===== src/rtl/cc_seq_calc_if.sv =====
// cc_seq_calc_if: streaming operand/opt input and result output for cc_seq_calc.
interface cc_seq_calc_if #(
    parameter int unsigned W  = 4,
    parameter int unsigned OW = 10
);
    logic          in_valid;
    logic [2:0]    opt;
    logic [W-1:0]  in_data;
    logic          in_ready;
    logic          out_valid;
    logic [OW-1:0] out_data;

    // Source side: drives operands, observes readiness and results.
    modport master (
        output in_valid, opt, in_data,
        input  in_ready, out_valid, out_data
    );

    // Calculator side.
    modport slave (
        input  in_valid, opt, in_data,
        output in_ready, out_valid, out_data
    );
endinterface


===== src/rtl/cc_seq_calc.sv =====
// cc_seq_calc: loads a burst of N operands, sorts them (odd-even transposition),
// normalises about the mid-range and reduces them serially to one signed result.
// Optional feature macro CC_SAT_EN: when defined the result saturates to the
// signed OW range; otherwise it wraps modulo 2^OW.
module cc_seq_calc #(
    parameter int unsigned N  = 5,
    parameter int unsigned W  = 4,
    parameter int unsigned OW = 10
) (
    input  logic         clk,
    input  logic         rst,
    cc_seq_calc_if.slave bus
);
    localparam int unsigned EW = W + 2;
    localparam int unsigned CW = $clog2(N);
    localparam int unsigned AW = W + $clog2(N) + 2;
    localparam logic [CW-1:0] LAST = CW'(N - 1);

    typedef enum logic [2:0] {
        S_IDLE, S_LOAD, S_SORT, S_NORM, S_CALC, S_OUT
    } state_t;

    state_t               r_state;
    state_t               w_state_nxt;
    logic [2:0]           r_opt;
    logic [CW-1:0]        r_cnt;
    logic [CW-1:0]        w_cnt_inc;
    logic signed [EW-1:0] r_ops [N];
    logic signed [EW-1:0] w_sort [N];
    logic signed [AW-1:0] r_acc;
    logic                 r_in_ready;
    logic                 r_out_valid;
    logic [OW-1:0]        r_out_data;

    logic                 w_sgn;
    logic signed [EW-1:0] w_in_ext;
    logic signed [EW-1:0] w_avg;
    logic signed [AW-1:0] w_cur_x;
    logic signed [AW-1:0] w_acc_nxt;
    logic [OW-1:0]        w_res;
    logic                 w_in_ready_nxt;
    logic                 w_out_valid_nxt;
    logic [OW-1:0]        w_out_data_nxt;

    assign bus.in_ready  = r_in_ready;
    assign bus.out_valid = r_out_valid;
    assign bus.out_data  = r_out_data;

    // Operand extension to the internal width; signedness comes from the burst opt.
    assign w_sgn     = (r_state == S_IDLE) ? bus.opt[0] : r_opt[0];
    assign w_in_ext  = {{2{w_sgn & bus.in_data[W-1]}}, bus.in_data};
    assign w_cnt_inc = (r_cnt == LAST) ? '0 : r_cnt + CW'(1);

    // One odd-even transposition pass; pass parity follows the cycle counter.
    always_comb begin
        w_sort = r_ops;
        for (int i = 0; i < int'(N) - 1; i++) begin
            if (1'(i) == r_cnt[0]) begin
                if (r_opt[1] ? (r_ops[i] < r_ops[i+1]) : (r_ops[i] > r_ops[i+1])) begin
                    w_sort[i]   = r_ops[i+1];
                    w_sort[i+1] = r_ops[i];
                end
            end
        end
    end

    // Mid-range of the sorted set: first and last element are min/max in either order.
    assign w_avg = (r_ops[0] + r_ops[N-1]) >>> 1;

    // Serial reduction step over the normalised operand selected by the counter.
    always_comb begin
        w_cur_x = {{(AW-EW){r_ops[r_cnt][EW-1]}}, r_ops[r_cnt]};
        if (!r_opt[2]) begin
            w_acc_nxt = r_acc + (w_cur_x[AW-1] ? -w_cur_x : w_cur_x);
        end else if (r_cnt == '0) begin
            w_acc_nxt = w_cur_x;
        end else begin
            w_acc_nxt = (r_acc + w_cur_x) >>> 1;
        end
    end

`ifdef CC_SAT_EN
    localparam int unsigned XW = (AW > OW) ? AW : OW;
    localparam logic signed [XW-1:0] SAT_MAX = {{(XW-OW+1){1'b0}}, {(OW-1){1'b1}}};
    localparam logic signed [XW-1:0] SAT_MIN = {{(XW-OW+1){1'b1}}, {(OW-1){1'b0}}};
    logic signed [XW-1:0] w_res_x;

    // Clamp the final accumulator to the signed output range.
    always_comb begin
        w_res_x = XW'(w_acc_nxt);
        if (w_res_x > SAT_MAX) begin
            w_res = SAT_MAX[OW-1:0];
        end else if (w_res_x < SAT_MIN) begin
            w_res = SAT_MIN[OW-1:0];
        end else begin
            w_res = w_res_x[OW-1:0];
        end
    end
`else
    // Wrap the final accumulator modulo 2^OW.
    always_comb begin
        w_res = OW'(w_acc_nxt);
    end
`endif

    // State register.
    always_ff @(posedge clk) begin
        if (rst) begin
            r_state <= S_IDLE;
        end else begin
            r_state <= w_state_nxt;
        end
    end

    // Next-state logic; an early in_valid drop discards the burst.
    always_comb begin
        w_state_nxt = r_state;
        case (r_state)
            S_IDLE: if (bus.in_valid) w_state_nxt = S_LOAD;
            S_LOAD: begin
                if (!bus.in_valid)      w_state_nxt = S_IDLE;
                else if (r_cnt == LAST) w_state_nxt = S_SORT;
            end
            S_SORT: if (r_cnt == LAST) w_state_nxt = S_NORM;
            S_NORM: w_state_nxt = S_CALC;
            S_CALC: if (r_cnt == LAST) w_state_nxt = S_OUT;
            S_OUT:  w_state_nxt = S_IDLE;
            default: w_state_nxt = S_IDLE;
        endcase
    end

    // Output values for the next cycle, decoded from the next state.
    always_comb begin
        w_in_ready_nxt  = 1'b0;
        w_out_valid_nxt = 1'b0;
        w_out_data_nxt  = '0;
        case (w_state_nxt)
            S_IDLE, S_LOAD: w_in_ready_nxt = 1'b1;
            S_OUT: begin
                w_out_valid_nxt = 1'b1;
                w_out_data_nxt  = w_res;
            end
            default: ;
        endcase
    end

    // Output registers.
    always_ff @(posedge clk) begin
        if (rst) begin
            r_in_ready  <= 1'b1;
            r_out_valid <= 1'b0;
            r_out_data  <= '0;
        end else begin
            r_in_ready  <= w_in_ready_nxt;
            r_out_valid <= w_out_valid_nxt;
            r_out_data  <= w_out_data_nxt;
        end
    end

    // Datapath: operand load, sort passes, normalisation and accumulation.
    always_ff @(posedge clk) begin
        if (rst) begin
            r_opt <= '0;
            r_cnt <= '0;
            r_acc <= '0;
            for (int i = 0; i < int'(N); i++) r_ops[i] <= '0;
        end else begin
            case (r_state)
                S_IDLE: begin
                    if (bus.in_valid) begin
                        r_opt    <= bus.opt;
                        r_ops[0] <= w_in_ext;
                        r_cnt    <= CW'(1);
                    end
                end
                S_LOAD: begin
                    if (bus.in_valid) begin
                        r_ops[r_cnt] <= w_in_ext;
                        r_cnt        <= w_cnt_inc;
                    end else begin
                        r_cnt <= '0;
                    end
                end
                S_SORT: begin
                    r_ops <= w_sort;
                    r_cnt <= w_cnt_inc;
                end
                S_NORM: begin
                    for (int i = 0; i < int'(N); i++) r_ops[i] <= r_ops[i] - w_avg;
                    r_acc <= '0;
                    r_cnt <= '0;
                end
                S_CALC: begin
                    r_acc <= w_acc_nxt;
                    r_cnt <= w_cnt_inc;
                end
                default: ;
            endcase
        end
    end
endmodule


===== src/flat_wrapper.sv =====
// flat-port wrapper written by rule: the top's interface ports become plain ports
module cc_seq_calc_flat 
#(
    parameter int unsigned N  = 5,
    parameter int unsigned W  = 4,
    parameter int unsigned OW = 10
)
  (clk, rst, bus_in_valid, bus_opt, bus_in_data, bus_in_ready, bus_out_valid, bus_out_data);
  cc_seq_calc_if #(.W(W), .OW(OW)) bus_i ();
  input  logic clk;
  input  logic rst;
  input wire logic [$bits(bus_i.in_valid)-1:0] bus_in_valid;
  input wire logic [$bits(bus_i.opt)-1:0] bus_opt;
  input wire logic [$bits(bus_i.in_data)-1:0] bus_in_data;
  output wire logic [$bits(bus_i.in_ready)-1:0] bus_in_ready;
  output wire logic [$bits(bus_i.out_valid)-1:0] bus_out_valid;
  output wire logic [$bits(bus_i.out_data)-1:0] bus_out_data;
  assign bus_i.in_valid = bus_in_valid;
  assign bus_i.opt = bus_opt;
  assign bus_i.in_data = bus_in_data;
  assign bus_in_ready = bus_i.in_ready;
  assign bus_out_valid = bus_i.out_valid;
  assign bus_out_data = bus_i.out_data;
  cc_seq_calc #(.N(N), .W(W), .OW(OW)) u_core (.clk(clk), .rst(rst), .bus(bus_i));
endmodule

===== config.mk =====
export PLATFORM = sky130hd
export DESIGN_NAME = cc_seq_calc_flat
export DESIGN_NICKNAME = d
export VERILOG_FILES = /design/src/rtl/cc_seq_calc_if.sv /design/src/rtl/cc_seq_calc.sv /design/src/flat_wrapper.sv
export SDC_FILE = /design/constraint.sdc
export NUM_CORES = 1
export LEC_CHECK = 0
export BUFFER_PORTS_ARGS = -buffer_cell sky130_fd_sc_hd__buf_2
export CELL_PAD_IN_SITES_DETAIL_PLACEMENT = 1
export CELL_PAD_IN_SITES_GLOBAL_PLACEMENT = 1
export CORE_ASPECT_RATIO = 1.5
export CORE_MARGIN = 3
export CORE_UTILIZATION = 35
export DETAILED_ROUTE_END_ITERATION = 6
export MAX_ROUTING_LAYER = met4
export PLACE_DENSITY_LB_ADDON = 0.1
export SKIP_CTS_REPAIR_TIMING = 1
export SYNTH_ARGS = -nofsm -noshare
export SYNTH_HDL_FRONTEND = slang
export SYNTH_SLANG_ARGS = --single-unit

===== constraint.sdc =====
create_clock -name clk -period 4.6 [get_ports clk]
set_input_delay 0.23 -clock clk [delete_from_list [all_inputs] [get_ports clk]]
set_output_delay 0.23 -clock clk [all_outputs]
set_load 0.05 [all_outputs]

Yosys cells after proc, flatten, opt, wreduce, memory -nomap -nowiden
Cells that the tools add are included.
{"block": "word_totals", "reg_bits": 59, "in_bits": 10, "out_inout_bits": 12, "elab_cells": 103}
{"block": "op_classes", "addsub": 10, "n_lt_le_gt_ge": 10, "eq_ne": 13, "mux": 39, "bitwise_logic": 3, "n_reduce_logical": 16}
{"op": "2-to-1 mux 12 bit", "n": 8}
{"op": "one-hot mux 24 bit (3 select lines)", "n": 1}
{"op": "bitwise mux 30 bit", "n": 1}
{"op": "2-to-1 mux 30 bit", "n": 1}
{"op": "subtractor 6 x 5 -> 6 bit", "n": 5}
{"op": "2-to-1 mux 9 bit", "n": 3}
{"op": "greater-than comparator 6 bit", "n": 4}
{"op": "< comparator 6 bit", "n": 4}
{"op": "2-to-1 mux 3 bit", "n": 8}
{"op": "2-to-1 mux 6 bit", "n": 4}
{"op": "one-hot mux 6 bit (4 select lines)", "n": 1}
{"op": "binary-select mux 6 bit (select 3 bit)", "n": 1}
{"op": "demux 6 bit (select 3 bit)", "n": 1}
{"op": "one-hot mux 9 bit (2 select lines)", "n": 1}
{"op": "one-hot mux 3 bit (5 select lines)", "n": 1}
{"op": "one-hot mux 3 bit (4 select lines)", "n": 1}
{"op": "adder 9 x 6 -> 9 bit", "n": 1}
{"op": "adder 9 bit", "n": 1}
{"op": "equality test 3 bit, second input constant", "n": 3}
{"op": "logical NOT 3 bit", "n": 3}
{"op": "negation 6 -> 9 bit", "n": 1}
{"op": "nonzero test 4 bit", "n": 2}
{"op": "2-to-1 mux 1 bit", "n": 7}
{"op": "adder 6 bit", "n": 1}
{"op": "other kinds (17)", "n": 27}

Depth between registers and ports, before layout
{"block": "logic_depth", "word_depth": 11, "depth_mapped": 16, "depth_no_buf": 15}

Worst setup path before layout
Ideal clock, no wire load.
{"block": "synth_path", "path_type": "reg2reg", "startpoint": "reg u_core.r_cnt[0]", "endpoint": "reg u_core.r_out_data[7], in the netlist u_core.bus.out_data[7]", "setup_ns": 0.126, "t_arrival_ns": 3.603, "required_time_ns": 4.474, "path_slack_ns": 0.872, "path_stages_with_launch": 16, "n_path_buf": 1, "period_less_slack_ns": 3.728, "path_cell_list": "dfxtp_1 buf_4 mux4_2 a22oi_1 ha_1 nor2_1 a21oi_1 ha_1 a21o_1 a21oi_1 o21bai_1 a2111oi_0 nor3_1 xor2_1 a32oi_1 o41ai_1"}
{"block": "synth_via", "elab_chain_cells": 8, "elab_cells_between_ends": 20, "cone_classes": "add/sub: 3; eq/ne: 2; mux: 11; bitwise: 2; reduce/logical: 2"}
{"element": "from (decl)", "line_no": "cc_seq_calc.sv:26", "text": "logic [CW-1:0] r_cnt;"}
{"element": "from (signal assigned)", "line_no": "cc_seq_calc.sv:179", "text": "r_cnt <= w_cnt_inc;"}
{"element": "from (signal assigned)", "line_no": "cc_seq_calc.sv:186", "text": "r_cnt <= w_cnt_inc;"}
{"element": "from (signal assigned)", "line_no": "cc_seq_calc.sv:195", "text": "r_cnt <= w_cnt_inc;"}
{"element": "NOT 3 -> 4 bit (implied by the code)", "line_no": "cc_seq_calc.sv:72", "text": "w_cur_x = {{(AW-EW){r_ops[r_cnt][EW-1]}}, r_ops[r_cnt]};"}
{"element": "binary-select mux 6 bit (select 3 bit)", "line_no": "cc_seq_calc.sv:72"}
{"element": "2-to-1 mux 6 bit (implied by the code) (2 in series)", "line_no": "cc_seq_calc.sv:72"}
{"element": "negation 6 -> 9 bit", "line_no": "cc_seq_calc.sv:74", "text": "w_acc_nxt = r_acc + (w_cur_x[AW-1] ? -w_cur_x : w_cur_x);"}
{"element": "2-to-1 mux 9 bit", "line_no": "cc_seq_calc.sv:74"}
{"element": "adder 9 bit", "line_no": "cc_seq_calc.sv:74"}
{"element": "2-to-1 mux 9 bit", "line_no": "cc_seq_calc.sv:73", "text": "if (!r_opt[2]) begin"}
{"element": "to (signal assigned)", "line_no": "cc_seq_calc.sv:156", "text": "r_out_data <= w_out_data_nxt;"}
{"element": "to (decl)", "line_no": "cc_seq_calc.sv:33", "text": "logic [OW-1:0] r_out_data;"}
Parallel ways exist; a longest one is shown, timed or not. The select of a mux whose other input is x is not followed.
A chain may end at the register's enable or synchronous reset.

Worst setup path in the final report
{"block": "layout_path", "startpoint": "reg u_core.r_cnt[1]", "endpoint": "reg u_core.r_acc[8]"}
{"block": "layout_via", "elab_chain_cells": 9, "elab_cells_between_ends": 12, "cone_classes": "add/sub: 3; mux: 7; bitwise: 1; reduce/logical: 1"}
{"element": "NOT 3 -> 4 bit (implied by the code)", "line_no": "cc_seq_calc.sv:72"}
{"element": "binary-select mux 6 bit (select 3 bit)", "line_no": "cc_seq_calc.sv:72"}
{"element": "2-to-1 mux 6 bit (implied by the code) (2 in series)", "line_no": "cc_seq_calc.sv:72"}
{"element": "negation 6 -> 9 bit", "line_no": "cc_seq_calc.sv:74"}
{"element": "2-to-1 mux 9 bit", "line_no": "cc_seq_calc.sv:74"}
{"element": "adder 9 bit", "line_no": "cc_seq_calc.sv:74"}
{"element": "2-to-1 mux 9 bit (*)", "line_no": "cc_seq_calc.sv:73"}
{"element": "one-hot mux 9 bit (2 select lines) (*)", "line_no": "cc_seq_calc.sv:168", "text": "case (r_state)"}
{"element": "to (signal assigned)", "line_no": "cc_seq_calc.sv:194", "text": "r_acc <= w_acc_nxt;"}
{"element": "to (decl)", "line_no": "cc_seq_calc.sv:30", "text": "logic signed [AW-1:0] r_acc;"}
Every way passes the cells marked *; elsewhere a longest branch is shown, timed or not. The select of a mux whose other input is x is not followed.

==> run metrics <==
status=completed; Final period util=0.8935; Hold Fails Final Rpt=0; first drt pass iteration count=5; Via density=6.283; DRT iter0 DRCs=372; Vias=6,497; DRC Markers=0; Area contributors post-synth=dfxtp_1, ha_1, a21oi_1; initial antenna violation count=1; Synth top cells by count=nor2_1, nand2_1, ha_1; Total Nets Final=894; Bufs on Longest Clock Path=2; element type at the critical path end=flip-flop; global-route wire length before repair=40,000 um; Hold Path Class=input pin to flip-flop; most used cell along the critical path=inv_1; Clock Latency Late Sink=350 ps; register bit total from synthesis=59; GR Util met2=0.4816; Startpoint Class=flip-flop; Max Cap Viol=0; GRT Resource Usage Total=0.2802; Layout area overhead=11.37%; Die ar.=19,540 um^2; Cell variety after synth=78; number of H-tree levels=3; CTS tree=yes; CP cell instances=mux4_2 -> a22oi_1 -> inv_1 -> ha_1 -> inv_1 -> fa_1 -> nor2b_1 -> o21ai_1 -> a21boi_0 -> o21a_1 -> o41ai_2 -> mux2i_1 -> xnor2_1 -> a311oi_1; setup_tns=0 ps; CTS Buf Count=9; GRT met1 Usage=0.2995; Reg clk slew, reported paths=60 ps; commonest register cell after synthesis=dfxtp_1; Clock Skew=5.514 ps; Least-Margin Pin Slew=1169 ps; Worst Setup Path Type=flip-flop to flip-flop; Worst EP arrival=4360 ps; global routing's busiest layer=met2; Ports=22; LEAKAGE=0.002836 uW; Core Region=17,420 um^2; gr ovfl total=0; Post-Syn Area per Cell=7.806 um^2; Routed WL=26,030 um; vias in the first global route=6,830; Fmax achieved=243.3 MHz; Yosys top cell by area=dfxtp_1; mapped cell area=6252 um^2; most common cell in the netlist=nor2_1; peak fanout along the critical path=12; Chip Width=115.1 um; EDFF count, synth=0; Buffers on Ports=21; post-synth top area share=0.1889; final setup vio count=0; warnings from Yosys=0; synthesized instance count=801; Die Y=169.7 um; row count=59; Tmin final=4110 ps; post-placement cell count=1,017; Placed Area=6619 um^2; Largest stage delay, worst path=600 ps; Routed wire per std cell=25.17 um; Initial Util=0.3589; cell area after layout=6963 um^2; CTS Root Cell=clkbuf_16; remaining antenna violation count=0; met3 Use GR=0.04424; Post-DP HPWL=19,660 um; clk sinks=59; fin. max-slew vios=0; P per Cell Area=253.5 nW/um^2; layout cell share with drive strength beyond 1=0.1049; largest net degree at the start of global routing=41; Util after Layout=0.3997; post-synthesis sequential area ratio=0.1889; Design Power=1765 uW; Slowest cell on crit path=dfxtp_1; slew margin rel.=0.2191; Required @ worst endpoint=4850 ps; asr flop ratio synth=0; RSZ-0062 raised after global routing=false; Peak VDD IR=0.1255 mV; Non-Filler Instances=1,034; routability cong.=0.9410
power breakdown:
group	leakage [uW]	internal (uW)	total [uW]	switching, uW
clock	0.000167	532	826	294
sequential	0.000478	519	541	21.5
combinational	0.00219	157	399	242
final cells by class:
type	instances	area, um^2
well taps	213	266.5
clock buffers	10	229.0
multi-input cells	635	4623
fillers	2147	10460
diodes	1	2.502
clock inverters	6	112.6
flip-flops and latches	59	1181
repair buffers	50	322.8
inverters	60	225.2
cells by family (layout without fill, tap and decap cells):
| logic type | after synthesis | after routing | synth area share |
|---|---|---|---|
| XOR/XNOR | 38 | 38 | 0.05663 |
| multiplexers | 35 | 35 | 0.06864 |
| AO/OA/AOI/OAI | 263 | 263 | 0.2878 |
| other | 1 | 3 | 0.0005998 |
| AND/OR/NAND/NOR | 218 | 218 | 0.1613 |
| flip-flops | 59 | 59 | 0.1889 |
| buffers and inverters | 108 | 126 | 0.07224 |
| adder cells (fa/ha/maj) | 79 | 79 | 0.1639 |
layer usage:
layer,routed length (um),share of wire,up-vias
met1,9933,0.38,3266
met3,1084,0.042,78
met4,1556,0.060,0
met5,0,0,-
li1,-,-,2997
met2,13450,0.52,156
critical path, delay by kind of cell, from the launching register on:
family | cells | cell delay (ps)
XOR/XNOR | 1 | 150
multiplexers | 2 | 880
flip-flops | 1 | 600
AO/OA/AOI/OAI | 6 | 1650
adder cells (fa/ha/maj) | 2 | 440
AND/OR/NAND/NOR | 1 | 60
buffers and inverters | 2 | 200
stage by stage:
stage / worst slack, ps / hold slack (ps)
after floorplan: 871.7 / 368.8
after global placement: 694.4 / 460.5
after detailed placement: 479.3 / 469.9
after CTS: 432.5 / 102.7
after global routing: 83.47 / 118.0
final: 489.7 / 114.3
cell usage in the layout, fill, tap and decap left out, drive strengths merged, types with 4 or more instances in the layout:
| master | n |
|---|---|
| a211o | 4 |
| a211oi | 23 |
| a21o | 6 |
| a21oi | 57 |
| a221oi | 12 |
| a22oi | 5 |
| a311oi | 4 |
| a31oi | 11 |
| a32oi | 4 |
| and2 | 5 |
| and3 | 7 |
| buf | 50 |
| clkbuf | 10 |
| dfxtp | 59 |
| fa | 8 |
| ha | 61 |
| inv | 60 |
| maj3 | 10 |
| mux2i | 26 |
| mux4 | 6 |
| nand2 | 62 |
| nand2b | 5 |
| nand3 | 23 |
| nor2 | 65 |
| nor2b | 10 |
| nor3 | 25 |
| nor4 | 5 |
| o211ai | 22 |
| o21ai | 56 |
| o21bai | 7 |
| o22ai | 4 |
| o31ai | 11 |
| o32ai | 4 |
| xnor2 | 26 |
| xor2 | 11 |
path summary, 6_finish.rpt:
path / start / to / slack [ps] / depth (start not counted)
hold / removal: bus_opt[2] / u_core.r_opt[2] / 110 / 3
setup reg to reg: u_core.r_cnt[1] / u_core.r_acc[8] / 490 / 14
setup / recovery: u_core.r_cnt[1] / u_core.r_acc[8] / 490 / 14
hold reg to reg: u_core.r_opt[0] / u_core.r_opt[0] / 530 / 2
Power figures use the tool's default switching activity.
